===== config.mk =====
export PLATFORM = sky130hd
export DESIGN_NAME = stopwatch_core_flat
export DESIGN_NICKNAME = d
export VERILOG_FILES = /design/src/rtl/stopwatch_core_pkg.sv /design/src/rtl/stopwatch_core_if.sv /design/src/rtl/stopwatch_core_bcd_digit.sv /design/src/rtl/stopwatch_core.sv /design/src/flat_wrapper.sv
export SDC_FILE = /design/constraint.sdc
export NUM_CORES = 1
export LEC_CHECK = 0
export ABC_AREA = 0
export CAP_MARGIN = 15
export CORE_UTILIZATION = 45
export DETAILED_ROUTE_END_ITERATION = 8
export PLACE_DENSITY = 0.68
export SLEW_MARGIN = 5
export SYNTH_ARGS = -nofsm -noshare
export SYNTH_HDL_FRONTEND = slang
export SYNTH_SLANG_ARGS = --single-unit

===== constraint.sdc =====
create_clock -name clk_i -period 2 [get_ports clk_i]
set_input_delay 0.5 -clock clk_i [delete_from_list [all_inputs] [get_ports clk_i]]
set_output_delay 0.5 -clock clk_i [all_outputs]
set_load 0.005 [all_outputs]

===== src/rtl/stopwatch_core_pkg.sv =====
// Shared types and game-level sizing for the stopwatch core.
package stopwatch_core_pkg;

    localparam int unsigned BCD_W            = 4;
    localparam int unsigned STOPWATCH_DIGITS = 4;
    localparam int unsigned WIN_DIGITS       = 2;

    typedef logic [BCD_W-1:0] bcd_t;

    localparam bcd_t BCD_ZERO = 4'd0;
    localparam bcd_t BCD_MAX  = 4'd9;

endpackage


===== src/rtl/stopwatch_core_if.sv =====
// Control/status bundle between the game FSM (master) and the stopwatch core (slave).
interface stopwatch_core_if #(
    parameter int unsigned DIGITS = stopwatch_core_pkg::STOPWATCH_DIGITS
);
    logic                clr;
    logic                pause;
    logic [DIGITS*4-1:0] digits;
    logic                tick;
    logic                win;
    logic                ovf;

    modport master (output clr, output pause, input digits, input tick, input win, input ovf);
    modport slave  (input clr, input pause, output digits, output tick, output win, output ovf);
endinterface


===== src/rtl/stopwatch_core_bcd_digit.sv =====
// One BCD digit register; increments when enabled with carry in, wraps 9 -> 0 with carry out.
module stopwatch_core_bcd_digit
    import stopwatch_core_pkg::*;
(
    input  logic clk_i,
    input  logic res_ni,
    input  logic clr_i,
    input  logic en_i,
    input  logic carry_i,
    output bcd_t digit_o,
    output logic carry_o
);

    bcd_t digit_q;
    logic at_max;

    assign at_max  = (digit_q == BCD_MAX);
    assign carry_o = carry_i & at_max;
    assign digit_o = digit_q;

    always_ff @(posedge clk_i or negedge res_ni) begin
        if (!res_ni) begin
            digit_q <= BCD_ZERO;
        end else if (clr_i) begin
            digit_q <= BCD_ZERO;
        end else if (en_i && carry_i) begin
            digit_q <= at_max ? BCD_ZERO : digit_q + 4'd1;
        end
    end

endmodule


===== src/rtl/stopwatch_core.sv =====
// Prescaled BCD stopwatch: clear/pause control, tick pulse, sticky wrap flag and win compare.
module stopwatch_core #(
    parameter int unsigned TICK_DIV   = 500_000,
    parameter int unsigned DIGITS     = stopwatch_core_pkg::STOPWATCH_DIGITS,
    parameter int unsigned WIN_DIGITS = stopwatch_core_pkg::WIN_DIGITS
) (
    input  logic             clk_i,
    input  logic             res_ni,
    stopwatch_core_if.slave  sw
);
    import stopwatch_core_pkg::*;

    localparam int unsigned PRE_W = $clog2(TICK_DIV);
    localparam logic [PRE_W-1:0] PRE_LAST = PRE_W'(TICK_DIV - 1);

    logic [PRE_W-1:0] presc_q;
    logic             tick_q;
    logic             ovf_q;
    logic             run;
    logic             step;
    logic [DIGITS:0]  carry;
    logic [DIGITS-1:0] is_zero;
    bcd_t             digit_q [DIGITS];

    assign run  = !sw.clr && !sw.pause;
    assign step = run && (presc_q == PRE_LAST);

    // Prescaler phase survives pause; only clear or reset rewinds it.
    always_ff @(posedge clk_i or negedge res_ni) begin
        if (!res_ni) begin
            presc_q <= '0;
        end else if (sw.clr) begin
            presc_q <= '0;
        end else if (step) begin
            presc_q <= '0;
        end else if (run) begin
            presc_q <= presc_q + PRE_W'(1);
        end
    end

    always_ff @(posedge clk_i or negedge res_ni) begin
        if (!res_ni) begin
            tick_q <= 1'b0;
            ovf_q  <= 1'b0;
        end else begin
            tick_q <= step;
            if (sw.clr) begin
                ovf_q <= 1'b0;
            end else if (step && carry[DIGITS]) begin
                ovf_q <= 1'b1;
            end
        end
    end

    assign carry[0] = 1'b1;

    for (genvar g = 0; g < DIGITS; g++) begin : g_digit
        stopwatch_core_bcd_digit u_digit (
            .clk_i   (clk_i),
            .res_ni  (res_ni),
            .clr_i   (sw.clr),
            .en_i    (step),
            .carry_i (carry[g]),
            .digit_o (digit_q[g]),
            .carry_o (carry[g+1])
        );
        assign is_zero[g]          = (digit_q[g] == BCD_ZERO);
        assign sw.digits[g*4 +: 4] = digit_q[g];
    end

    // Win depends only on digit registers: low digits zero, something above them non-zero.
    assign sw.win  = (&is_zero[WIN_DIGITS-1:0]) && !(&is_zero[DIGITS-1:WIN_DIGITS]);
    assign sw.tick = tick_q;
    assign sw.ovf  = ovf_q;

endmodule

===== src/flat_wrapper.sv =====
// flat-port wrapper written by rule: the top's interface ports become plain ports
module stopwatch_core_flat import stopwatch_core_pkg::*;
#(
    parameter int unsigned TICK_DIV   = 500_000,
    parameter int unsigned DIGITS     = stopwatch_core_pkg::STOPWATCH_DIGITS,
    parameter int unsigned WIN_DIGITS = stopwatch_core_pkg::WIN_DIGITS
)
  (clk_i, res_ni, sw_clr, sw_pause, sw_digits, sw_tick, sw_win, sw_ovf);
  stopwatch_core_if #(.DIGITS(DIGITS)) sw_i ();
  input  logic clk_i;
  input  logic res_ni;
  input wire logic [$bits(sw_i.clr)-1:0] sw_clr;
  input wire logic [$bits(sw_i.pause)-1:0] sw_pause;
  output wire logic [$bits(sw_i.digits)-1:0] sw_digits;
  output wire logic [$bits(sw_i.tick)-1:0] sw_tick;
  output wire logic [$bits(sw_i.win)-1:0] sw_win;
  output wire logic [$bits(sw_i.ovf)-1:0] sw_ovf;
  assign sw_i.clr = sw_clr;
  assign sw_i.pause = sw_pause;
  assign sw_digits = sw_i.digits;
  assign sw_tick = sw_i.tick;
  assign sw_win = sw_i.win;
  assign sw_ovf = sw_i.ovf;
  stopwatch_core #(.TICK_DIV(TICK_DIV), .DIGITS(DIGITS), .WIN_DIGITS(WIN_DIGITS)) u_core (.clk_i(clk_i), .res_ni(res_ni), .sw(sw_i));
endmodule

==> impl_results.md <==
- Clk network pwr share: 41.4%
- Yosys warns: 0
- Synth top area share: 43.6%
- Htree depth: 2
- Skew-Pair Late Insertion Delay: 0.29 ns
- Reg2reg setup slack: 0.009 ns
- Max Clock Skew: 0.00518 ns
- Routability cong.: 0.787
- # DRC: 2
- DP Cell Count: 336
- Crit path max fanout: 5
- First-pass GRT wire length: 8.56 mm
- Layout cell share with drive strength beyond 1: 25.2%
- DRT Pass-1 Iters: 6
- Yosys reg bits: 37
- Routed Antenna Nets: 0
- Distinct cells, synth: 46
- Comb power frac: 4.8%
- RSZ-0062 raised after global routing: yes
- Die Height: 70.7 um
- Core area: 4440 um^2
- P per Cell Area: 481 nW/um^2
- Synth area leaders: dfrtp_1, ha_1, nor2_1, xor2_1, nand2_1
- Grt ovf: 0
- Worst r2r path cells: 5
- Post-Syn Instances: 231
- Hold Path Stages: 2
- Chip width: 70.7 um
- Sw frac: 22.3%
- Root Driver: clkbuf_8
- Syn Nets: 248
- Clk sink count: 37
- Initial DRC Count: 101
- Worst Max-Slew Pin Slew: 0.475 ns
- DP Wirelength: 3.24 mm
- # port buffers: 22
- Final period utilization: 99.5%
- R2R Path Start: u_core.presc_q[14]
- Non-Filler Instances: 350
- CP endpoint kind: flip-flop
- Via count: 1872
- Reg power frac: 53.8%
- FFs w/ async S/R, synth: 100%
- CP Data Required Time: 2.22 ns
- CP max stage delay: 0.57 ns
- Sequential share of the synthesized area: 43.6%
- CP Launch Type: flip-flop
- Wire per inst: 13.5 um
- Syn_area_per_cell: 9.19 um^2
- WL final: 4.72 mm
- Final hold vios: 0
- Highest-delay cell along the critical path: or4_4
- Final nets: 314
- Reg-to-Reg End: u_core.g_digit[1].u_digit.digit_o[2]
- P_sw: 312 uW
- Final setup fails: 0
- Violated checks: design-rule violations
- CP arrival: 2.21 ns
- WHS Endpoint: u_core.sw.ovf
- Via density: 5.35
- Starting density of the core: 47.8%
- # IOs: 23
- CTS tree: done
- Primary FF master, synth: dfrtp_1
- Max Root-Sink Buffers: 2
- Internal power: 1.09 mW
- Synthesized cell area: 2120 um^2
- Largest net degree at the start of global routing: 36
- F_max: 502 MHz
- Post-synth EDFFs: 0
- Maximum vdd drop: 0.326 mV
- All-Layer GR Usage: 21.5%
- Clock transition at path regs: 0.07 ns
- Initial antenna violation count: 0
- Slew Limit Fails: 0
- CP Cell Sequence: and4bb_1 -> nand3_2 -> or4_4 -> or4_1 -> a21oi_1
- Status: finished with violations
- Hold path start: u_core.sw.ovf
- HP Class: flip-flop to flip-flop
- Post-route minimum period: 1.99 ns
- Antenna Cells: 0
- Vias in the first global route: 1885
- Slew margin rel.: 68.3%
- Layout overhead on the synthesized area: 37.2%
- Leakage power total: 1.32 nW
- Synth area leader: dfrtp_1
- Max-Cap Viols: 0
- Num rows: 24
- Crit Path Class: flip-flop to flip-flop
- CTS buffer count: 5
- Die ar.: 5000 um^2
- Setup TNS: 0 ns
-- power by group through the flow --
stage          Clock (mW)  Sequential (mW)  Combinational [mW]
2_1_floorplan           0            0.768              0.0265
3_3_place_gp            0            0.767              0.0666
3_5_place_dp            0            0.768              0.0676
4_1_cts             0.589            0.753              0.0685
5_1_grt             0.619            0.753              0.0786
6_report            0.579            0.753              0.0679
-- state kept, by name (all words and copies together), names as in the netlist --
signal                          cells
u_core.g_digit.u_digit.digit_o     16
u_core.presc_q                     19
u_core.sw.ovf                       1
u_core.sw.tick                      1
-- cell usage in the layout, fill, tap and decap left out, drive strengths merged, types with 4 or more instances in the layout --
cell type | synthesis | routed
ha | 13 | 13
o21ai | 7 | 7
nand3 | 14 | 14
inv | 13 | 13
nand2 | 22 | 22
clkbuf | 5 | 8
clkdlybuf4s50 | 0 | 19
or3 | 7 | 7
buf | 3 | 45
nand4 | 4 | 4
nor3 | 5 | 5
and3 | 4 | 4
dfrtp | 37 | 37
nor2 | 31 | 31
xor2 | 13 | 13
a21oi | 11 | 11
-- Yosys cell counts (3+ instances only) --
cell type   n
xor2_1     13
xnor2_1     3
nand2b_1    3
nand2_1    21
a21oi_1    11
mux2i_1     3
nor4_1      3
dfrtp_1    37
nand3b_1    3
o21ai_0     7
and3_1      3
inv_1      13
buf_2       3
or3_1       6
ha_1       13
clkbuf_1    4
nand3_1    13
nor2_1     31
nor3_1      5
nand4_1     4
-- per-layer routing --
metal	track usage (%)	vias up	routed length, um	part of all wire, %
met5	0	-	0	0
met4	6.67	0	66	1.4
met3	4.27	6	110	2.3
met2	35.1	17	2250	48
met1	28.9	916	2290	49
li1	-	933	-	-
-- worst max-delay path by stage --
stage	from	end	slack (ns)
after floorplan	sw_pause	u_core.g_digit[1].u_digit.digit_o[2]	-0.06
after global placement	sw_pause	u_core.g_digit[1].u_digit.digit_o[2]	-0.48
after detailed placement	sw_pause	u_core.g_digit[1].u_digit.digit_o[2]	-0.49
after CTS	u_core.presc_q[12]	u_core.g_digit[1].u_digit.digit_o[2]	-0.01
after global routing	u_core.presc_q[14]	u_core.g_digit[1].u_digit.digit_o[2]	-0.06
final	u_core.presc_q[14]	u_core.g_digit[1].u_digit.digit_o[2]	0.009
-- layout make-up --
cell class,instances,area (um^2)
timing repair buffer,67,594
sequential,37,926
fill,382,1530
tap,52,65.1
clock buffer,7,96.3
multi-input combinational,173,1180
inverter,13,48.8
clock inverter,1,5.00
-- critical path: cells and delay by family (launching register included) --
| kind | cells | cell delay, ns |
|---|---|---|
| AO/OA/AOI/OAI | 1 | 0.13 |
| flip-flops | 1 | 0.38 |
| AND/OR/NAND/NOR | 4 | 1.40 |
-- kinds of logic after synthesis --
logic type | Yosys count | share of synthesized area (%)
XOR/XNOR | 16 | 6.60
flip-flops | 37 | 43.6
buffers and inverters | 21 | 3.95
adder cells (fa/ha/maj) | 13 | 7.66
AO/OA/AOI/OAI | 30 | 8.90
AND/OR/NAND/NOR | 111 | 27.9
multiplexers | 3 | 1.41
-- through the flow --
step	hold slack [ns]	cell area [um^2]	setup slack [ns]	util, %	total power [mW]
after floorplan	0.204	2130	-0.0584	-	0.794
after global placement	0.307	2710	-0.480	60.9	0.834
after detailed placement	0.308	2710	-0.492	60.9	0.835
after CTS	0.530	2890	-0.0137	64.9	1.41
after global routing	0.553	2910	-0.0560	65.5	1.45
final	0.532	2910	0.00920	65.5	1.40
-- timing repair --
| action | in CTS | in global routing |
|---|---|---|
| gates cloned | 1 | 0 |
| hold buffers | 1 | 0 |
| setup endpoints to repair | 11 | 13 |
| resized for setup | 10 | 14 |
| pin swaps | 9 | 8 |
| hold endpoints to repair | 2 | 0 |
| buffers inserted | 3 | 2 |
Note: power is estimated with default switching activity, not from simulation.
